## src/rtl/dmem_lsu.sv

```systemverilog
// Load/store unit for a word-only, async-read data memory: byte/half/word access with extension,
// same-cycle read-modify-write for sub-word stores, and two-cycle handling of word-straddling accesses.
module dmem_lsu #(
   parameter int CNT_W = 16
) (
   input  logic             clk_i,
   input  logic             rst_i,
   input  logic             req_i,
   input  logic             we_i,
   input  logic [1:0]       size_i,
   input  logic             unsigned_i,
   input  logic [31:0]      addr_i32,
   input  logic [31:0]      wdata_i32,
   output logic [31:0]      rdata_o32,
   output logic             done_o,
   output logic             stall_o,
   output logic             mem_we_o,
   output logic [31:0]      mem_addr_o32,
   output logic [31:0]      mem_wdata_o32,
   input  logic [31:0]      mem_rdata_i32,
   output logic [CNT_W-1:0] split_cnt_o
);

   typedef enum logic {IDLE = 1'b0, SECOND = 1'b1} state_t;

   state_t            state_r, state_s;
   logic              we_r, uns_r;
   logic [1:0]        size_r, off_r;
   logic [31:0]       wa4_r, wdata_r, hold_r;
   logic [CNT_W-1:0]  split_cnt_r;

   logic [1:0]        off_s;
   logic [31:0]       wa_s;
   logic              split_s, cap_s, cnt_inc_s;
   logic [7:0]        mask8_s;
   logic [63:0]       data64_s;

   // Lane-enable pattern for an access of the given size starting at lane 0.
   function automatic logic [3:0] size_mask(input logic [1:0] sz);
      case (sz)
         2'b00:   size_mask = 4'b0001;
         2'b01:   size_mask = 4'b0011;
         2'b10:   size_mask = 4'b1111;
         default: size_mask = 4'b0000;
      endcase
   endfunction

   // Replace the enabled byte lanes of old_w with those of new_w.
   function automatic logic [31:0] lane_merge(input logic [31:0] old_w, input logic [31:0] new_w,
                                              input logic [3:0] m);
      logic [31:0] bm;
      bm = {{8{m[3]}}, {8{m[2]}}, {8{m[1]}}, {8{m[0]}}};
      lane_merge = (old_w & ~bm) | (new_w & bm);
   endfunction

   // Sign- or zero-extend a right-justified load value.
   function automatic logic [31:0] extend_load(input logic [31:0] raw, input logic [1:0] sz,
                                               input logic uns);
      case (sz)
         2'b00:   extend_load = uns ? {24'h000000, raw[7:0]} : {{24{raw[7]}}, raw[7:0]};
         2'b01:   extend_load = uns ? {16'h0000, raw[15:0]} : {{16{raw[15]}}, raw[15:0]};
         2'b10:   extend_load = raw;
         default: extend_load = 32'h00000000;
      endcase
   endfunction

   assign off_s   = addr_i32[1:0];
   assign wa_s    = {addr_i32[31:2], 2'b00};
   assign split_s = ((size_i == 2'b01) && (off_s == 2'b11)) ||
                    ((size_i == 2'b10) && (off_s != 2'b00));
   assign split_cnt_o = split_cnt_r;

   // Next-state and datapath: lanes of the access live in an 8-lane window spanning wa and wa+4.
   always_comb begin
      state_s       = state_r;
      mem_we_o      = 1'b0;
      mem_addr_o32  = wa_s;
      mem_wdata_o32 = mem_rdata_i32;
      rdata_o32     = 32'h00000000;
      done_o        = 1'b0;
      stall_o       = 1'b0;
      cap_s         = 1'b0;
      cnt_inc_s     = 1'b0;
      mask8_s       = 8'h00;
      data64_s      = 64'h0;
      case (state_r)
         IDLE: begin
            mask8_s  = {4'b0000, size_mask(size_i)} << off_s;
            data64_s = {32'h00000000, wdata_i32} << {off_s, 3'b000};
            if (!req_i) begin
               done_o = 1'b0;
            end else if (size_i == 2'b11) begin
               done_o = 1'b1;
            end else if (split_s) begin
               stall_o       = 1'b1;
               mem_we_o      = we_i;
               mem_wdata_o32 = lane_merge(mem_rdata_i32, data64_s[31:0], mask8_s[3:0]);
               cap_s         = 1'b1;
               state_s       = SECOND;
            end else begin
               done_o = 1'b1;
               if (we_i) begin
                  mem_we_o      = 1'b1;
                  mem_wdata_o32 = lane_merge(mem_rdata_i32, data64_s[31:0], mask8_s[3:0]);
               end else begin
                  rdata_o32 = extend_load(mem_rdata_i32 >> {off_s, 3'b000}, size_i, unsigned_i);
               end
            end
         end
         SECOND: begin
            mask8_s      = {4'b0000, size_mask(size_r)} << off_r;
            data64_s     = {32'h00000000, wdata_r} << {off_r, 3'b000};
            mem_addr_o32 = wa4_r;
            done_o       = 1'b1;
            cnt_inc_s    = 1'b1;
            state_s      = IDLE;
            if (we_r) begin
               mem_we_o      = 1'b1;
               mem_wdata_o32 = lane_merge(mem_rdata_i32, data64_s[63:32], mask8_s[7:4]);
            end else begin
               rdata_o32 = extend_load(hold_r | (mem_rdata_i32 << {(3'd4 - {1'b0, off_r}), 3'b000}),
                                       size_r, uns_r);
            end
         end
         default: begin
            state_s = IDLE;
         end
      endcase
      // Reset masks every externally visible action, including a pending second half.
      if (rst_i) begin
         mem_we_o  = 1'b0;
         done_o    = 1'b0;
         stall_o   = 1'b0;
         rdata_o32 = 32'h00000000;
      end else begin
         cnt_inc_s = cnt_inc_s & 1'b1;
      end
   end

   // State register, split-access holding registers and saturating split counter.
   always_ff @(posedge clk_i or posedge rst_i) begin
      if (rst_i) begin
         state_r     <= IDLE;
         we_r        <= 1'b0;
         uns_r       <= 1'b0;
         size_r      <= 2'b00;
         off_r       <= 2'b00;
         wa4_r       <= 32'h00000000;
         wdata_r     <= 32'h00000000;
         hold_r      <= 32'h00000000;
         split_cnt_r <= {CNT_W{1'b0}};
      end else begin
         state_r <= state_s;
         if (cap_s) begin
            we_r    <= we_i;
            uns_r   <= unsigned_i;
            size_r  <= size_i;
            off_r   <= off_s;
            wa4_r   <= wa_s + 32'd4;
            wdata_r <= wdata_i32;
            hold_r  <= mem_rdata_i32 >> {off_s, 3'b000};
         end else begin
            hold_r <= hold_r;
         end
         if (cnt_inc_s && (split_cnt_r != {CNT_W{1'b1}})) begin
            split_cnt_r <= split_cnt_r + {{(CNT_W-1){1'b0}}, 1'b1};
         end else begin
            split_cnt_r <= split_cnt_r;
         end
      end
   end

endmodule
```

## config.mk

```make
export PLATFORM = sky130hd
export DESIGN_NAME = dmem_lsu
export DESIGN_NICKNAME = d
export VERILOG_FILES = /design/src/rtl/dmem_lsu.sv
export SDC_FILE = /design/constraint.sdc
export NUM_CORES = 1
export LEC_CHECK = 0
export BUFFER_PORTS_ARGS = -buffer_cell sky130_fd_sc_hd__buf_2
export CAP_MARGIN = 20
export CORE_AREA = 2 2 127 129
export DETAILED_ROUTE_END_ITERATION = 16
export DIE_AREA = 0 0 129 131
export GPL_TIMING_DRIVEN = 0
export PLACE_DENSITY = 0.9
export SLEW_MARGIN = 40
export SYNTH_ARGS = -nofsm -noshare
export SYNTH_HDL_FRONTEND = slang
export SYNTH_SLANG_ARGS = --single-unit
```

## constraint.sdc

```tcl
create_clock -name clk_i -period 4.8 [get_ports clk_i]
set_clock_uncertainty 0.05 [all_clocks]
set_input_delay 0.48 -clock clk_i [delete_from_list [all_inputs] [get_ports clk_i]]
set_output_delay 0.48 -clock clk_i [all_outputs]
set_load 0.05 [all_outputs]
```

### Word level (Yosys, flattened, before mapping)

Index checks and enable logic that the tools add are counted.
Widths: inputs -> output; s select.

| cells by class | value |
|---|---|
| muxes and demuxes | 43 |
| equality and inequality tests | 7 |
| add/subtract/negate cells | 3 |
| bitwise gates (word level) | 10 |
| reduce and logical (&&, ||, !) cells | 7 |
| shift operators | 6 |

Operators by type and width:

| kind | count |
|---|---|
| $mux 32 | 16 |
| $pmux 32 s3 | 2 |
| $and 32x32->32 | 4 |
| $pmux 32 s2 | 2 |
| $or 32x32->32 | 3 |
| $not 32->32 | 2 |
| $shl 32x5->64 | 1 |
| $add 32x3->32 const B | 1 |
| $shl 32x5->32 | 1 |
| $shl 32x6->32 | 1 |
| $shr 32x5->32 | 1 |
| $pmux 4 s3 | 2 |
| $add 16x1->16 const B | 1 |
| $mux 1 | 16 |
| $ne 16x16->1 const B | 1 |
| $eq 2x2->1 const B | 4 |
| $mux 4 | 2 |
| $shl 4x2->8 | 1 |
| $pmux 1 s2 | 3 |
| $eq 2x1->1 const B | 2 |
| $logic_not 2->1 | 2 |
| $shl 4x2->4 | 1 |
| $logic_and 1x1->1 | 3 |
| $sub 3x2->3 const A | 1 |
| other kinds (3) | 3 |

| word-level totals | value |
|---|---|
| flip-flop bits (word level) | 119 |
| input port bits | 103 |
| output and inout bits | 115 |
| word-level logic and storage cells | 85 |

### Depth between registers and ports, before layout

Gate-level depths: netlist (run 1).

| depth | value |
|---|---|
| depth after elaboration | 12 |
| mapped depth | 11 |
| mapped depth without buffers | 7 |

### Least setup slack after synthesis (run 1)

Ideal clock, no wire load.

| path | value |
|---|---|
| path type | register to output |
| start | register off_r[0] |
| end | output rdata_o32[21] |
| path buffers | 3 |
| arrival | 2942 ps |
| setup slack | 1328 ps |
| stages on the path, launching flop included | 11 |
| data required time | 4270 ps |
| path through | dfrtp_1 buf_2 inv_1 clkbuf_1 ha_1 nor4b_1 o21ai_0 o21ai_0 nand3_1 buf_2 a31oi_1 |

| on the way | value |
|---|---|
| longest elaborated chain between the ends | 8 |
| elaborated cells between the ends (all ways) | 9 |

RTL lines:

| item | line | text |
|---|---|---|
| start: declaration | 28 | `logic [1:0] size_r, off_r;` |
| start signal: assignment | 158 | `off_r <= off_s;` |
| $sub 3x2->3 (*) | 121 | `rdata_o32 = extend_load(hold_r \| (mem_rdata_i32 << {(3'd4 - {1'b0, off_r}), 3'b000}),` |
| $shl 32x6->32 (*) | 121 |  |
| $or 32x32->32 (*) | 121 |  |
| $mux 32, on equally long branches | 61, 60 |  |
| $pmux 32 s3 (*) | 59 | `case (sz)` |
| $mux 32 (*) | 117 | `if (we_r) begin` |
| $pmux 32 s2 (*) | 86 | `case (state_r)` |
| $mux 32 (*) | 130 | `if (rst_i) begin` |
| end: declaration | 14 | `output logic [31:0] rdata_o32,` |

Mark *: on every way between the ends. The rest lies on a longest branch, timed or not.

### Worst setup path after layout (run 1)

| path | value |
|---|---|
| start | register off_r[0] |
| end | output rdata_o32[22] |

Same word-level chain as after synthesis.

==> results of run 1 <==
registers in the layout, indices dropped and copies added (netlist names):
register,flops
we_r,1
split_cnt_o,16
state_r,1
wa4_r,30
off_r,2
uns_r,1
wdata_r,24
size_r,2
hold_r,32
cell type report:
| class | count | area (um^2) |
|---|---|---|
| Timing Repair Buffer | 215 | 1100 |
| Fill cell | 1342 | 5510 |
| Sequential cell | 109 | 2730 |
| Tap cell | 216 | 270 |
| Clock inverter | 5 | 42.5 |
| Buffer | 73 | 344 |
| Clock buffer | 11 | 243 |
| Multi-Input combinational cell | 752 | 5250 |
| Inverter | 28 | 113 |
routing by layer:
metal	part of all wire [%]	vias to the layer above	GRT usage (%)
li1	-	3926	-
met1	38	4157	44.1
met2	45	608	52.8
met3	12	134	8.92
met4	4.3	0	15.5
met5	0	-	0
how the worst max path moves through the flow:
stage               startpoint            end  slack (ns)  cells after the start
finish                off_r[0]  rdata_o32[22]        0.56                     11
global route          off_r[0]  rdata_o32[21]        0.41                     11
floorplan                rst_i      hold_r[0]        1.00                      3
CTS                   off_r[0]  rdata_o32[27]        0.69                     11
detailed placement    off_r[0]  rdata_o32[27]        1.07                     11
global placement         rst_i       wa4_r[4]       -0.40                      3
placed cells by master (no fill, tap or decap), types with 7 or more instances in the layout:
| master | count |
|---|---|
| sky130_fd_sc_hd__o21ba_2 | 7 |
| sky130_fd_sc_hd__inv_1 | 27 |
| sky130_fd_sc_hd__a221oi_1 | 7 |
| sky130_fd_sc_hd__xnor2_1 | 11 |
| sky130_fd_sc_hd__nand3_1 | 30 |
| sky130_fd_sc_hd__nor2_1 | 73 |
| sky130_fd_sc_hd__o211ai_1 | 9 |
| sky130_fd_sc_hd__nand4_1 | 13 |
| sky130_fd_sc_hd__and3_1 | 20 |
| sky130_fd_sc_hd__o211a_1 | 7 |
| sky130_fd_sc_hd__nand2b_1 | 8 |
| sky130_fd_sc_hd__dfrtp_1 | 109 |
| sky130_fd_sc_hd__mux2i_1 | 73 |
| sky130_fd_sc_hd__and2_1 | 12 |
| sky130_fd_sc_hd__a21oi_1 | 36 |
| sky130_fd_sc_hd__ha_1 | 13 |
| sky130_fd_sc_hd__xor2_1 | 32 |
| sky130_fd_sc_hd__mux2_2 | 84 |
| sky130_fd_sc_hd__buf_2 | 250 |
| sky130_fd_sc_hd__o32ai_1 | 8 |
| sky130_fd_sc_hd__a221o_1 | 8 |
| sky130_fd_sc_hd__nand2_1 | 93 |
| sky130_fd_sc_hd__a2bb2oi_1 | 14 |
| sky130_fd_sc_hd__clkbuf_1 | 28 |
| sky130_fd_sc_hd__a31oi_1 | 16 |
| sky130_fd_sc_hd__o22ai_1 | 8 |
| sky130_fd_sc_hd__a22oi_1 | 11 |
| sky130_fd_sc_hd__clkbuf_16 | 9 |
| sky130_fd_sc_hd__o21ai_0 | 105 |
| sky130_fd_sc_hd__o31ai_1 | 8 |
| sky130_fd_sc_hd__nor3_1 | 8 |
kinds of logic after synthesis:
| family | synth area share [%] |
|---|---|
| simple gates | 16.0 |
| flops | 32.4 |
| xor+xnor | 4.47 |
| compound gates | 19.5 |
| buf+inv | 5.34 |
| other cells | 0.0446 |
| fa+ha+maj | 1.93 |
| mux | 20.2 |
power by group:
group	internal, mW	switching (mW)
logic	0.517	0.932
clock network	0.373	0.378
registers	1.12	0.146
==> out/summary.json, run 1 <==
{
  "status": {"value": "completed"},
  "clock_latency_late_sink": {"value": 0.37, "unit": "ns"},
  "grt_max_degree": {"value": 57},
  "synthesis.instances": {"value": 961},
  "power_per_cell_area": {"value": 343, "unit": "nW/um^2"},
  "drt_iter0_markers": {"value": 1093},
  "critical-path-slowest-cell": {"value": "sky130_fd_sc_hd__nor4b_1"},
  "setup_ws": {"value": 0.557, "unit": "ns"},
  "critPathTopFamily": {"value": "buffers and inverters"},
  "ys_ff_latch": {"value": 109},
  "min_period_over_period": {"value": 88.4, "unit": "%"},
  "postCtsResizedCells": {"value": 0},
  "min_delay_worst_endpoint": {"value": "wdata_r[30]"},
  "critical_path_cell_by_cell": {"value": "buf_2, inv_1, clkbuf_1, ha_1, nor4b_1, o21ai_0, o21ai_0, nand3_1, buf_2, a31oi_1, buf_2"},
  "finish.cell_count_without_fillers": {"value": 1409},
  "finalCriticalPeriod": {"value": 4.24, "unit": "ns"},
  "worstReg2RegEnd": {"value": "size_r[0]"},
  "antenna_left": {"value": 0},
  "tritoncts.num_buffers": {"value": 9},
  "first_global_vias": {"value": 8067},
  "worstSetupEndpointType": {"value": "primary output"},
  "cts_setup_buffers": {"value": 0},
  "synth_warnings": {"value": 0},
  "root_buf_cell": {"value": "sky130_fd_sc_hd__clkbuf_16"},
  "avgViaCountPerCell": {"value": 6.26},
  "die_area": {"value": 16900, "unit": "um^2"},
  "die_y": {"value": 131, "unit": "um"},
  "grt_setup_unrepaired": {"value": "false"},
  "clock_sinks": {"value": 109},
  "cp.buffers_inverters": {"value": 5},
  "final_core_utilization": {"value": 64.7, "unit": "%"},
  "clk_pin_slew_worst_paths": {"value": 0.08, "unit": "ns"},
  "antenna_found_initial": {"value": 0},
  "max_slew.worst_pin.slew": {"value": 0.788, "unit": "ns"},
  "grt_total_usage": {"value": 33.8, "unit": "%"},
  "rrSetupSlack": {"value": 2.67, "unit": "ns"},
  "worstPathRequired": {"value": 4.27, "unit": "ns"},
  "synth_area_per_cell": {"value": 8.76, "unit": "um^2"},
  "critical_path.max_fanout": {"value": 10},
  "core_area": {"value": 15600, "unit": "um^2"},
  "synth_area": {"value": 8420, "unit": "um^2"},
  "fin_total_pwr": {"value": 3.46, "unit": "mW"},
  "power.ir.vdd_worst": {"value": 0.000221, "unit": "V"},
  "min_delay_worst_type": {"value": "in -> reg"},
  "synthMostInstantiatedCell": {"value": "sky130_fd_sc_hd__dfrtp_1"},
  "synthDistinctLibCells": {"value": 57},
  "setup_viol": {"value": 0},
  "ctsHoldBuffers": {"value": 0},
  "pre_cts_ws": {"value": 1.07, "unit": "ns"},
  "hpwl": {"value": 22000, "unit": "um"},
  "drc": {"value": 0},
  "path_class": {"value": "reg -> out"},
  "clock_tree.buffer_depth": {"value": 2},
  "worst_hold_slack": {"value": 0.312, "unit": "ns"},
  "netlist_top_cells_area": {"value": "sky130_fd_sc_hd__dfrtp_1 32%, sky130_fd_sc_hd__mux2_2 11%, sky130_fd_sc_hd__mux2i_1 8.7%"},
  "route.final.wire_length": {"value": 29000, "unit": "um"},
  "clock_tree_from_tritoncts": {"value": "done"},
  "grt_first_pass_wirelength": {"value": 44000, "unit": "um"},
  "placed_cells_incl_taps": {"value": 1393},
  "num-nets-final": {"value": 1304},
  "post_drt_wl_per_cell": {"value": 20.6, "unit": "um"},
  "synth-edff-count": {"value": 0},
  "whs_path_depth": {"value": 2},
  "async_reset_ff_share": {"value": 100, "unit": "%"},
  "placement.io_buffers": {"value": 214},
  "timing_hold_violations_final": {"value": 0},
  "power.static_leakage": {"value": 4.79, "unit": "nW"},
  "rows": {"value": 46},
  "synth-seq-area-share": {"value": 32.4, "unit": "%"},
  "synth_top_cell_by_area": {"value": "sky130_fd_sc_hd__dfrtp_1"},
  "finalMaxSlewViolations": {"value": 0},
  "detailroute.via_count": {"value": 8825},
  "netlist_top_cells_count": {"value": "109 x sky130_fd_sc_hd__dfrtp_1, 105 x sky130_fd_sc_hd__o21ai_0, 93 x sky130_fd_sc_hd__nand2_1"},
  "dieWidth": {"value": 129, "unit": "um"},
  "layout-drive-gt1-share": {"value": 31.6, "unit": "%"},
  "finish.instance_area": {"value": 10100, "unit": "um^2"},
  "timing.max_slew.rel_slack": {"value": 47.1, "unit": "%"},
  "hold_path_startpoint": {"value": "wdata_i32[30]"},
  "worst_setup_path_start_kind": {"value": "flip-flop"},
  "arr_time_crit_path": {"value": 3.71, "unit": "ns"},
  "netlist.area_leader.share": {"value": 32.4, "unit": "%"},
  "initial_utilization": {"value": 54.0, "unit": "%"},
  "reg2reg_from": {"value": "state_r"},
  "boundaryPins": {"value": 218},
  "cp_common_cell": {"value": "sky130_fd_sc_hd__buf_2"},
  "layout-area-overhead-vs-synth": {"value": 19.9, "unit": "%"},
  "totalNegativeSetupSlack": {"value": 0, "unit": "ns"},
  "fmax": {"value": 236, "unit": "MHz"},
  "max_stage_delay": {"value": 0.54, "unit": "ns"},
  "place_area": {"value": 9810, "unit": "um^2"},
  "routabilityCongestion": {"value": 1.01},
  "detail_route.first_pass.iterations": {"value": 6},
  "antenna-diode-count": {"value": 0},
  "timing.max_cap.violations": {"value": 0},
  "r2r_cells": {"value": 7},
  "overflow": {"value": 0},
  "htree_levels": {"value": 3},
  "synth_top_flop_cell": {"value": "sky130_fd_sc_hd__dfrtp_1"}
}
No activity file was read; power rests on OpenSTA's default activity.
==> inputs of run 2 (changes only) <==
- BUFFER_PORTS_ARGS: -buffer_cell sky130_fd_sc_hd__buf_2 -> -buffer_cell sky130_fd_sc_hd__clkbuf_2
==> out/summary.json, run 2 (synthesis gave the netlist of run 1 again) <==
{
  "largest_reg_flops": {"value": 32, "change": "unchanged"},
  "most_used_cells_in_the_layout_excluding_fill_and_tap_cells": {"value": "216 x sky130_fd_sc_hd__clkbuf_2, 109 x sky130_fd_sc_hd__dfrtp_1, 105 x sky130_fd_sc_hd__o21ai_0, 93 x sky130_fd_sc_hd__nand2_1, 84 x sky130_fd_sc_hd__mux2_2"},
  "r2r_cells": {"value": 7, "change": "unchanged"},
  "avgViaCountPerCell": {"value": 6.37, "change": "+1.7%"},
  "arr_time_crit_path": {"value": 3.79, "unit": "ns", "change": "+0.08 ns"},
  "reg2reg_from": {"value": "state_r"},
  "timing.max_cap.violations": {"value": 0, "change": "unchanged"},
  "root_buf_cell": {"value": "sky130_fd_sc_hd__clkbuf_16"},
  "grt_total_usage": {"value": 34.5, "unit": "%", "change": "+0.67 points"},
  "layout-drive-gt1-share": {"value": 31.5, "unit": "%", "change": "-0.084 points"},
  "power.static_leakage": {"value": 4.81, "unit": "nW", "change": "+0.44%"},
  "detail_route.first_pass.iterations": {"value": 7, "change": "+1"},
  "worstSetupEndpointType": {"value": "primary output"},
  "pwr-share-comb": {"value": 40.5, "unit": "%", "change": "-1.4 points"},
  "num-nets-final": {"value": 1304, "change": "unchanged"},
  "min_delay_worst_type": {"value": "in -> reg"},
  "htree_levels": {"value": 3, "change": "unchanged"},
  "top_reg_by_flops": {"value": "hold_r"},
  "dieWidth": {"value": 129, "unit": "um", "change": "unchanged"},
  "initial_utilization": {"value": 54.0, "unit": "%", "change": "unchanged"},
  "drc": {"value": 0, "change": "unchanged"},
  "first_global_vias": {"value": 8343, "change": "+3.4%"},
  "status": {"value": "completed"},
  "finalCriticalPeriod": {"value": 4.32, "unit": "ns", "change": "+0.0814 ns"},
  "path_class": {"value": "reg -> out"},
  "min_period_over_period": {"value": 90.1, "unit": "%", "change": "+1.7 points"},
  "min_delay_worst_endpoint": {"value": "wdata_r[30]"},
  "totalNegativeSetupSlack": {"value": 0, "unit": "ns", "change": "unchanged"},
  "clock_latency_late_sink": {"value": 0.36, "unit": "ns", "change": "about the same"},
  "drt_iter0_markers": {"value": 1059, "change": "-3.1%"},
  "clock_tree.buffer_depth": {"value": 2, "change": "unchanged"},
  "die_area": {"value": 16900, "unit": "um^2", "change": "unchanged"},
  "core_area": {"value": 15600, "unit": "um^2", "change": "unchanged"},
  "timing_hold_violations_final": {"value": 0, "change": "unchanged"},
  "grt_max_degree": {"value": 57, "change": "unchanged"},
  "setup_viol": {"value": 0, "change": "unchanged"},
  "antenna_left": {"value": 0, "change": "unchanged"},
  "timing.max_slew.rel_slack": {"value": 48.1, "unit": "%", "change": "+0.96 points"},
  "post_drt_wl_per_cell": {"value": 20.9, "unit": "um", "change": "+1.7%"},
  "critical_path.max_fanout": {"value": 10, "change": "unchanged"},
  "detailroute.via_count": {"value": 8978, "change": "+1.7%"},
  "max_slew.worst_pin.slew": {"value": 0.774, "unit": "ns", "change": "-0.0143 ns"},
  "placement.io_buffers": {"value": 214, "change": "unchanged"},
  "layout-area-overhead-vs-synth": {"value": 20.6, "unit": "%"},
  "worstReg2RegEnd": {"value": "off_r[0]"},
  "layout.cells.most_common": {"value": "sky130_fd_sc_hd__clkbuf_2"},
  "routabilityCongestion": {"value": 1.02, "change": "+0.86%"},
  "fmax": {"value": 231, "unit": "MHz", "change": "-1.9%"},
  "rrSetupSlack": {"value": 2.64, "unit": "ns", "change": "-0.03 ns"},
  "hpwl": {"value": 22200, "unit": "um", "change": "+0.88%"},
  "fill_cell_count": {"value": 1311, "change": "-2.3%"},
  "die_y": {"value": 131, "unit": "um", "change": "unchanged"},
  "power.share.switching": {"value": 40.1, "unit": "%", "change": "-1.9 points"},
  "overflow": {"value": 0, "change": "unchanged"},
  "route.final.wire_length": {"value": 29500, "unit": "um", "change": "+1.7%"},
  "finalMaxSlewViolations": {"value": 0, "change": "unchanged"},
  "ctsHoldBuffers": {"value": 0, "change": "unchanged"},
  "hold_path_startpoint": {"value": "wdata_i32[30]"},
  "cts_setup_buffers": {"value": 0, "change": "unchanged"},
  "antenna_found_initial": {"value": 0, "change": "unchanged"},
  "boundaryPins": {"value": 218, "change": "unchanged"},
  "tritoncts.num_buffers": {"value": 9, "change": "unchanged"},
  "worst_hold_slack": {"value": 0.318, "unit": "ns", "change": "+0.00641 ns"},
  "worstPathRequired": {"value": 4.27, "unit": "ns", "change": "about the same"},
  "antenna-diode-count": {"value": 0, "change": "unchanged"},
  "clock_tree_from_tritoncts": {"value": "done"},
  "clkPwrFrac": {"value": 24.4, "unit": "%", "change": "+2.7 points"},
  "power.sequential.fraction": {"value": 35.1, "unit": "%", "change": "-1.3 points"},
  "clk_pin_slew_worst_paths": {"value": 0.07, "unit": "ns", "change": "about the same"},
  "clock_sinks": {"value": 109, "change": "unchanged"},
  "whs_path_depth": {"value": 2, "change": "unchanged"},
  "switchingPower": {"value": 1.44, "unit": "mW", "change": "-0.78%"},
  "power_per_cell_area": {"value": 355, "unit": "nW/um^2", "change": "+3.4%"},
  "grt_setup_unrepaired": {"value": "false"},
  "power.ir.vdd_worst": {"value": 0.000211, "unit": "V", "change": "-4.6%"},
  "postCtsResizedCells": {"value": 0, "change": "unchanged"},
  "rows": {"value": 46, "change": "unchanged"},
  "internal_cell_power": {"value": 2.16, "unit": "mW", "change": "+7.5%"},
  "grt_first_pass_wirelength": {"value": 44800, "unit": "um", "change": "+1.8%"},
  "worst_setup_path_start_kind": {"value": "flip-flop"},
  "largest_registers": {"value": "hold_r (32), wa4_r (30), wdata_r (24)"}
}
run 2: worst max path at each step:
stage / start / end / cells after the start
CTS: off_r[0] / rdata_o32[23] / 11
floorplan: rst_i / hold_r[0] / 3
global placement: rst_i / wdata_r[18] / 3
global route: off_r[0] / rdata_o32[23] / 11
detailed placement: off_r[0] / rdata_o32[23] / 11
finish: off_r[0] / rdata_o32[23] / 11
run 2: routing by layer:
metal / global-route usage (%) / routed length (um) / part of all wire [%] / vias up
li1: - / - / - / 3934
met1: 44.7 / 11300 / 38 / 4199
met2: 53.8 / 13100 / 45 / 686
met3: 7.78 / 3420 / 12 / 159
met4: 18.8 / 1610 / 5.5 / 0
met5: 0 / 0 / 0 / -
run 2: area by class of cell:
type / instances / area, um^2 / share of cell area [%]
Tap cell: 216 / 270 / 2.66
Clock buffer: 12 / 246 / 2.43
Clock inverter: 4 / 95.1 / 0.937
Sequential cell: 109 / 2730 / 26.9
Buffer: 73 / 344 / 3.39
Inverter: 28 / 113 / 1.11
Timing Repair Buffer: 215 / 1100 / 10.8
Multi-Input combinational cell: 752 / 5250 / 51.8
run 2: through the flow:
stage	util [%]	instances	cell area [um^2]	worst slack (ns)	power [mW]
floorplan	-	962	8420	1.00	2.28
CTS	65.1	1409	10100	0.631	3.56
global placement	62.6	1392	9760	-0.381	2.63
detailed placement	62.9	1393	9810	1.03	2.68
finish	65.1	1409	10100	0.476	3.60
global route	65.1	1409	10100	0.275	3.75
run 2: power by group through the flow:
stage / logic (mW) / clock network (mW) / registers [mW]
after floorplan: 0.992 / 0 / 1.29
after global placement: 1.37 / 0 / 1.26
after detailed placement: 1.41 / 0 / 1.27
after CTS: 1.42 / 0.879 / 1.26
after global routing: 1.55 / 0.918 / 1.28
final: 1.46 / 0.879 / 1.26
run 2: worst max-delay path, stage by stage, from the launching register on:
cell and delay [ns]:
sky130_fd_sc_hd__dfrtp_1 0.37, sky130_fd_sc_hd__buf_2 0.20, sky130_fd_sc_hd__inv_1 0.10, sky130_fd_sc_hd__clkbuf_1 0.48, sky130_fd_sc_hd__ha_1 0.38, sky130_fd_sc_hd__nor4b_1 0.54, sky130_fd_sc_hd__o21ai_0 0.14, sky130_fd_sc_hd__o21ai_0 0.10
sky130_fd_sc_hd__nand3_1 0.34, sky130_fd_sc_hd__buf_2 0.32, sky130_fd_sc_hd__a31oi_1 0.16, sky130_fd_sc_hd__clkbuf_2 0.30
